**config.mk**
```make
export PLATFORM = sky130hd
export DESIGN_NAME = ps2_keyb_rx
export DESIGN_NICKNAME = d
export VERILOG_FILES = /design/src/rtl/zxuno_ps2_pkg.sv /design/src/rtl/ps2_line_filter.sv /design/src/rtl/ps2_keyb_rx.sv
export SDC_FILE = /design/constraint.sdc
export NUM_CORES = 1
export LEC_CHECK = 0
export ABC_AREA = 1
export CAP_MARGIN = 20
export CORE_UTILIZATION = 30
export CTS_BUF_LIST = sky130_fd_sc_hd__clkbuf_16
export CTS_CLUSTER_SIZE = 10
export DETAILED_ROUTE_END_ITERATION = 8
export SYNTH_ARGS = -nofsm -noshare
export SYNTH_HDL_FRONTEND = slang
export SYNTH_SLANG_ARGS = --single-unit
```
**constraint.sdc**
```tcl
create_clock -name clk -period 2.1 [get_ports clk]
set_clock_uncertainty 0.2 [all_clocks]
set_input_delay 0.42 -clock clk [delete_from_list [all_inputs] [get_ports clk]]
set_output_delay 0.42 -clock clk [all_outputs]
set_load 0.005 [all_outputs]
```
**src/rtl/zxuno_ps2_pkg.sv**
```systemverilog
// Shared types and constants for the PS/2 keyboard receive path.
package zxuno_ps2_pkg;

   typedef enum logic [1:0] {
      ST_IDLE   = 2'd0,
      ST_DATA   = 2'd1,
      ST_PARITY = 2'd2,
      ST_STOP   = 2'd3
   } ps2_state_e;

   localparam logic [7:0]  PS2_PREFIX_EXT     = 8'hE0;
   localparam logic [7:0]  PS2_PREFIX_REL     = 8'hF0;
   localparam int unsigned PS2_FILTER_LEN_DEF = 8;
   localparam int unsigned PS2_TIMEOUT_DEF    = 28000;

endpackage

```
**src/rtl/ps2_line_filter.sv**
```systemverilog
// 2-FF synchroniser plus hold filter: level changes only after FILTER_LEN equal samples.
module ps2_line_filter
   import zxuno_ps2_pkg::*;
#(
   parameter int unsigned FILTER_LEN = PS2_FILTER_LEN_DEF
) (
   input  logic clk,
   input  logic rst,
   input  logic line_i,
   output logic level_o,
   output logic fall_o
);

   logic [1:0]            sync_q, sync_d;
   logic [FILTER_LEN-1:0] taps_q, taps_d;
   logic                  level_q, level_d;
   logic                  level_prev_q, level_prev_d;

   always_comb begin
      sync_d       = {sync_q[0], line_i};
      taps_d       = {taps_q[FILTER_LEN-2:0], sync_q[1]};
      level_prev_d = level_q;
      level_d      = level_q;
      if (&taps_q)
         level_d = 1'b1;
      else if (~|taps_q)
         level_d = 1'b0;
   end

   always_ff @(posedge clk) begin
      if (rst) begin
         sync_q       <= '1;
         taps_q       <= '1;
         level_q      <= 1'b1;
         level_prev_q <= 1'b1;
      end else begin
         sync_q       <= sync_d;
         taps_q       <= taps_d;
         level_q      <= level_d;
         level_prev_q <= level_prev_d;
      end
   end

   assign level_o = level_q;
   assign fall_o  = level_prev_q & ~level_q;

endmodule

```
**src/rtl/ps2_keyb_rx.sv**
```systemverilog
// PS/2 device-to-host frame receiver with E0/F0 prefix decoding.
// Optional watchdog abort of stalled frames: define PS2_RX_TIMEOUT_EN.
module ps2_keyb_rx
   import zxuno_ps2_pkg::*;
#(
   parameter int unsigned FILTER_LEN     = PS2_FILTER_LEN_DEF,
   parameter int unsigned TIMEOUT_CYCLES = PS2_TIMEOUT_DEF
) (
   input  logic       clk,
   input  logic       rst,
   input  logic       clkps2,
   input  logic       dataps2,
   output logic [7:0] scancode,
   output logic       extended,
   output logic       released,
   output logic       code_valid,
   output logic       frame_err
);

   logic       fall;
   logic       clk_level_unused;
   logic [1:0] dsync_q, dsync_d;
   logic       data_bit;

   ps2_state_e state_q, state_d;
   logic [2:0] cnt_q, cnt_d;
   logic [7:0] shift_q, shift_d;
   logic       par_q, par_d;
   logic [7:0] code_q, code_d;
   logic       ext_q, ext_d, rel_q, rel_d;
   logic       ext_pend_q, ext_pend_d, rel_pend_q, rel_pend_d;
   logic       valid_q, valid_d, err_q, err_d;

   ps2_line_filter #(.FILTER_LEN(FILTER_LEN)) u_clk_filt (
      .clk     (clk),
      .rst     (rst),
      .line_i  (clkps2),
      .level_o (clk_level_unused),
      .fall_o  (fall)
   );

   // Data needs no filter: it is stable long before the filtered clock edge arrives.
   assign dsync_d  = {dsync_q[0], dataps2};
   assign data_bit = dsync_q[1];

`ifdef PS2_RX_TIMEOUT_EN
   localparam int unsigned WD_W = $clog2(TIMEOUT_CYCLES + 1);
   logic [WD_W-1:0] wd_q, wd_d;
`else
   logic unused_timeout;
   assign unused_timeout = TIMEOUT_CYCLES[0];
`endif

   always_comb begin
      state_d    = state_q;
      cnt_d      = cnt_q;
      shift_d    = shift_q;
      par_d      = par_q;
      code_d     = code_q;
      ext_d      = ext_q;
      rel_d      = rel_q;
      ext_pend_d = ext_pend_q;
      rel_pend_d = rel_pend_q;
      valid_d    = 1'b0;
      err_d      = 1'b0;
      if (fall) begin
         case (state_q)
            ST_IDLE: if (!data_bit) begin
               state_d = ST_DATA;
               cnt_d   = 3'd0;
               shift_d = 8'h00;
            end
            ST_DATA: begin
               shift_d = {data_bit, shift_q[7:1]};
               cnt_d   = cnt_q + 3'd1;
               if (cnt_q == 3'd7)
                  state_d = ST_PARITY;
            end
            ST_PARITY: begin
               par_d   = data_bit;
               state_d = ST_STOP;
            end
            ST_STOP: begin
               state_d = ST_IDLE;
               if ((^shift_q ^ par_q) && data_bit) begin
                  if (shift_q == PS2_PREFIX_EXT)
                     ext_pend_d = 1'b1;
                  else if (shift_q == PS2_PREFIX_REL)
                     rel_pend_d = 1'b1;
                  else begin
                     code_d     = shift_q;
                     ext_d      = ext_pend_q;
                     rel_d      = rel_pend_q;
                     valid_d    = 1'b1;
                     ext_pend_d = 1'b0;
                     rel_pend_d = 1'b0;
                  end
               end else begin
                  err_d      = 1'b1;
                  ext_pend_d = 1'b0;
                  rel_pend_d = 1'b0;
               end
            end
            default: state_d = ST_IDLE;
         endcase
      end
`ifdef PS2_RX_TIMEOUT_EN
      wd_d = (state_q == ST_IDLE || fall) ? '0 : wd_q + 1'b1;
      if (state_q != ST_IDLE && !fall && wd_q == WD_W'(TIMEOUT_CYCLES - 1)) begin
         state_d    = ST_IDLE;
         err_d      = 1'b1;
         ext_pend_d = 1'b0;
         rel_pend_d = 1'b0;
         wd_d       = '0;
      end
`endif
   end

   always_ff @(posedge clk) begin
      if (rst) begin
         dsync_q    <= '1;
         state_q    <= ST_IDLE;
         cnt_q      <= '0;
         shift_q    <= '0;
         par_q      <= 1'b0;
         code_q     <= 8'h00;
         ext_q      <= 1'b0;
         rel_q      <= 1'b0;
         ext_pend_q <= 1'b0;
         rel_pend_q <= 1'b0;
         valid_q    <= 1'b0;
         err_q      <= 1'b0;
      end else begin
         dsync_q    <= dsync_d;
         state_q    <= state_d;
         cnt_q      <= cnt_d;
         shift_q    <= shift_d;
         par_q      <= par_d;
         code_q     <= code_d;
         ext_q      <= ext_d;
         rel_q      <= rel_d;
         ext_pend_q <= ext_pend_d;
         rel_pend_q <= rel_pend_d;
         valid_q    <= valid_d;
         err_q      <= err_d;
      end
   end

`ifdef PS2_RX_TIMEOUT_EN
   always_ff @(posedge clk) begin
      if (rst) wd_q <= '0;
      else     wd_q <= wd_d;
   end
`endif

   assign scancode   = code_q;
   assign extended   = ext_q;
   assign released   = rel_q;
   assign code_valid = valid_q;
   assign frame_err  = err_q;

endmodule
```
==> flow_summary.ini <==
[yosys]
yosys.area_share.simple = 0.316
yosys-top-cells-count = nand2_1 (58), dfxtp_1 (42), inv_1 (26), nor2_1 (19), a21oi_1 (13)
synth_top_family_by_area = simple AND/OR/NAND/NOR gates
synthArstFlopShare = 0
synth_flop_cell = dfxtp_1
ys_seq_area_frac = 0.443
synth_compound_area_frac = 0.0626
synth_most_common_cell = nand2_1
syn_area_per_cell_um2 = 7.98
synth_top_area_share = 0.443
postSynthCellCount = 238
yosysWarnings = 0
synth_fa_ha_area_frac = 0.0725
synthDistinctLibCells = 30
synth_nets = 253
yosysTopAreaCell = dfxtp_1
synth_area_leaders = dfxtp_1 (44%), nand2_1 (11%), ha_1 (7.2%)
synth-seq-cells = 42
synth-edff-count = 0
synth_area_um2 = 1900
synth_mux_area_frac = 0
synthXorXnorAreaFrac = 0.00922

[worst_setup_path]
startpoint_type = flip-flop
crit_arrival_ns = 1.91
critPathRequiredTime_ns = 2.13
ff2ff_setup_slack_ns = 0.21
crit_path_max_fanout = 6
r2r_cells = 9
r2r_end = rel_pend_q
crit_path_end_kind = flip-flop
path_class = reg2reg
reg2reg_from = shift_q[2]

[clocking]
clock_path_buffers = 2
cts_made_buffers = 5
cts_root_buffer = clkbuf_16
htree_levels = 2
cts_tree = built
cts.sinks = 42
clk_pin_slew_ns = 0.05
clk_latency_ns = 0.28

[power_and_ir_drop]
power.density_nw_per_um2 = 732
peakVddDrop_mv = 0.443
p_int_mw = 1.37
pwr-share-clk = 0.506
cellLeakagePower_nw = 1.02
p_switching_mw = 0.329
p_seq_frac = 0.473
combPwrFrac = 0.021
sw_frac_of_total = 0.193

[route]
finalWirelength_mm = 3.38
via_per_inst = 4.37
drt_pass1_iterations = 4
drc_errors = 0
vias = 1473
ant_nets = 0
wl_per_cell_um = 10.0
drtIter0Drc = 45

[grt]
grt_pass1_wl_mm = 5.87
antenna_found_initial = 0
gr-total-overflow = 0
grt_max_degree = 22
grt.total_usage = 0.117
grt_pass1_vias = 1357

[finish]
antenna_cells = 0
area_delta_synth_final_pct = 22.5
drive_gt1_frac = 0.187
nNetsFinal = 276

[timing]
rsz0062_at_grt = false
fin_setup_tns_ns = 0
whs_ns = 0.206
slew_viol_final = 0
worstMarginPinSlew_ns = 0.441
fmax_mhz = 530
period_share = 0.899
post-route-min-period_ns = 1.89
relSlewSlack = 0.706
setup_viol = 0
hold_viol_final = 0

[floorplanning]
die-area_um2 = 6650
coreArea_um2 = 6030
ioPinCount = 16
fp-row-count = 28
die_y_um = 81.6
start_util = 0.315
die-width_um = 81.6

[hold_path]
min_from = dsync_q[0]
hold_end = dsync_q[1]
hold_class = reg2reg
worstHoldPathCells = 1

[job]
maxCapViolCount = 0

[outcome]
status = finished clean

[placement]
port_buffers = 15
gp_congestion = 0.803
post-dp-hpwl_mm = 2.49
## worst max path at each step
| stage | from | to | slack, ns | cells past startpoint |
|---|---|---|---|---|
| after floorplan | shift_q[4] | extended | 0.28 | 13 |
| after global placement | shift_q[4] | scancode[3] | 0.15 | 12 |
| after detailed placement | shift_q[4] | scancode[3] | 0.1 | 12 |
| after CTS | shift_q[4] | scancode[3] | 0.09 | 12 |
| after global routing | shift_q[7] | scancode[7] | 0.01 | 11 |
| final | shift_q[2] | rel_pend_q | 0.21 | 9 |
## cells by family after synthesis
group | count (synthesis)
simple gates | 121
buf+inv | 41
flops | 42
compound gates | 21
xor+xnor | 2
fa+ha+maj | 11
## timing repair
action / in CTS / in global routing
setup endpoints to repair: 0 / 12
buffers inserted: 0 / 1
resized for setup: 0 / 2
hold buffers: 0 / 0
## critical path: stages (launching register included)
cell     delay, ns
dfxtp_1       0.34
inv_1         0.08
ha_1          0.33
xor2_1        0.18
nand3_2       0.13
nand2_2       0.10
nor2_4        0.19
buf_4         0.14
nand4_1       0.06
nand2_1       0.08
## power groups by stage
stage               sequential (mW)  clock, mW  combinational [mW]
finish                        0.804      0.861              0.0356
global route                  0.805      0.918              0.0404
CTS                           0.804      0.881              0.0357
detailed placement            0.822          0              0.0358
global placement              0.822          0              0.0354
floorplan                     0.821          0              0.0233
## layer usage
metal  track usage  vias to the layer above  wire [µm]
li1              -                      797          -
met1         0.141                      650       1660
met2         0.186                       22       1510
met3        0.0400                        4        148
met4        0.0526                        0         56
met5             0                        -          0
## sequential cells by signal, indices dropped and copies added, names as in the netlist
name                     cells
cnt_q                        3
frame_err                    1
u_clk_filt.sync_q            2
shift_q                      8
u_clk_filt.level_prev_q      1
scancode                     8
rel_pend_q                   1
u_clk_filt.level_o           1
state_q                      2
u_clk_filt.taps_q            8
ext_pend_q                   1
par_q                        1
extended                     1
code_valid                   1
released                     1
dsync_q                      2
## cell type report
cell class / count / area (µm²)
Clock buffer: 5 / 125
Multi-Input combinational cell: 156 / 885
Sequential cell: 42 / 842
Tap cell: 75 / 93.8
Inverter: 32 / 123
Timing Repair Buffer: 24 / 218
Fill cell: 625 / 3700
Clock inverter: 3 / 40.0
## metrics by stage
stage	setup WS, ns	instance area [µm²]	std cells	power (mW)	utilization
after floorplan	0.280	1900	238	0.845	-
after global placement	0.152	2140	327	0.857	0.355
after detailed placement	0.0982	2140	327	0.858	0.355
after CTS	0.0871	2310	335	1.72	0.383
after global routing	0.0134	2330	337	1.76	0.386
final	0.213	2330	337	1.70	0.386
## cell usage in the layout, fill, tap and decap left out, types with 2 or more instances in the layout
cell type        Yosys  layout
nand2_1             58      58
o21ai_2              2       2
nor2_4               1       2
o21ai_0              3       3
nand4_1             12      12
inv_2                5       5
nor2_2               9       9
clkbuf_16            0       5
nor3_1               3       3
nand3_1              7       7
buf_4                3       9
nand3_2              2       2
clkinv_2             0       2
clkdlybuf4s50_1      0      15
inv_1               26      26
or2_2                6       6
nor2_1              19      19
ha_1                11      11
dfxtp_1             42      41
a21oi_1             13      13
Note: power is estimated with default switching activity, not from simulation.
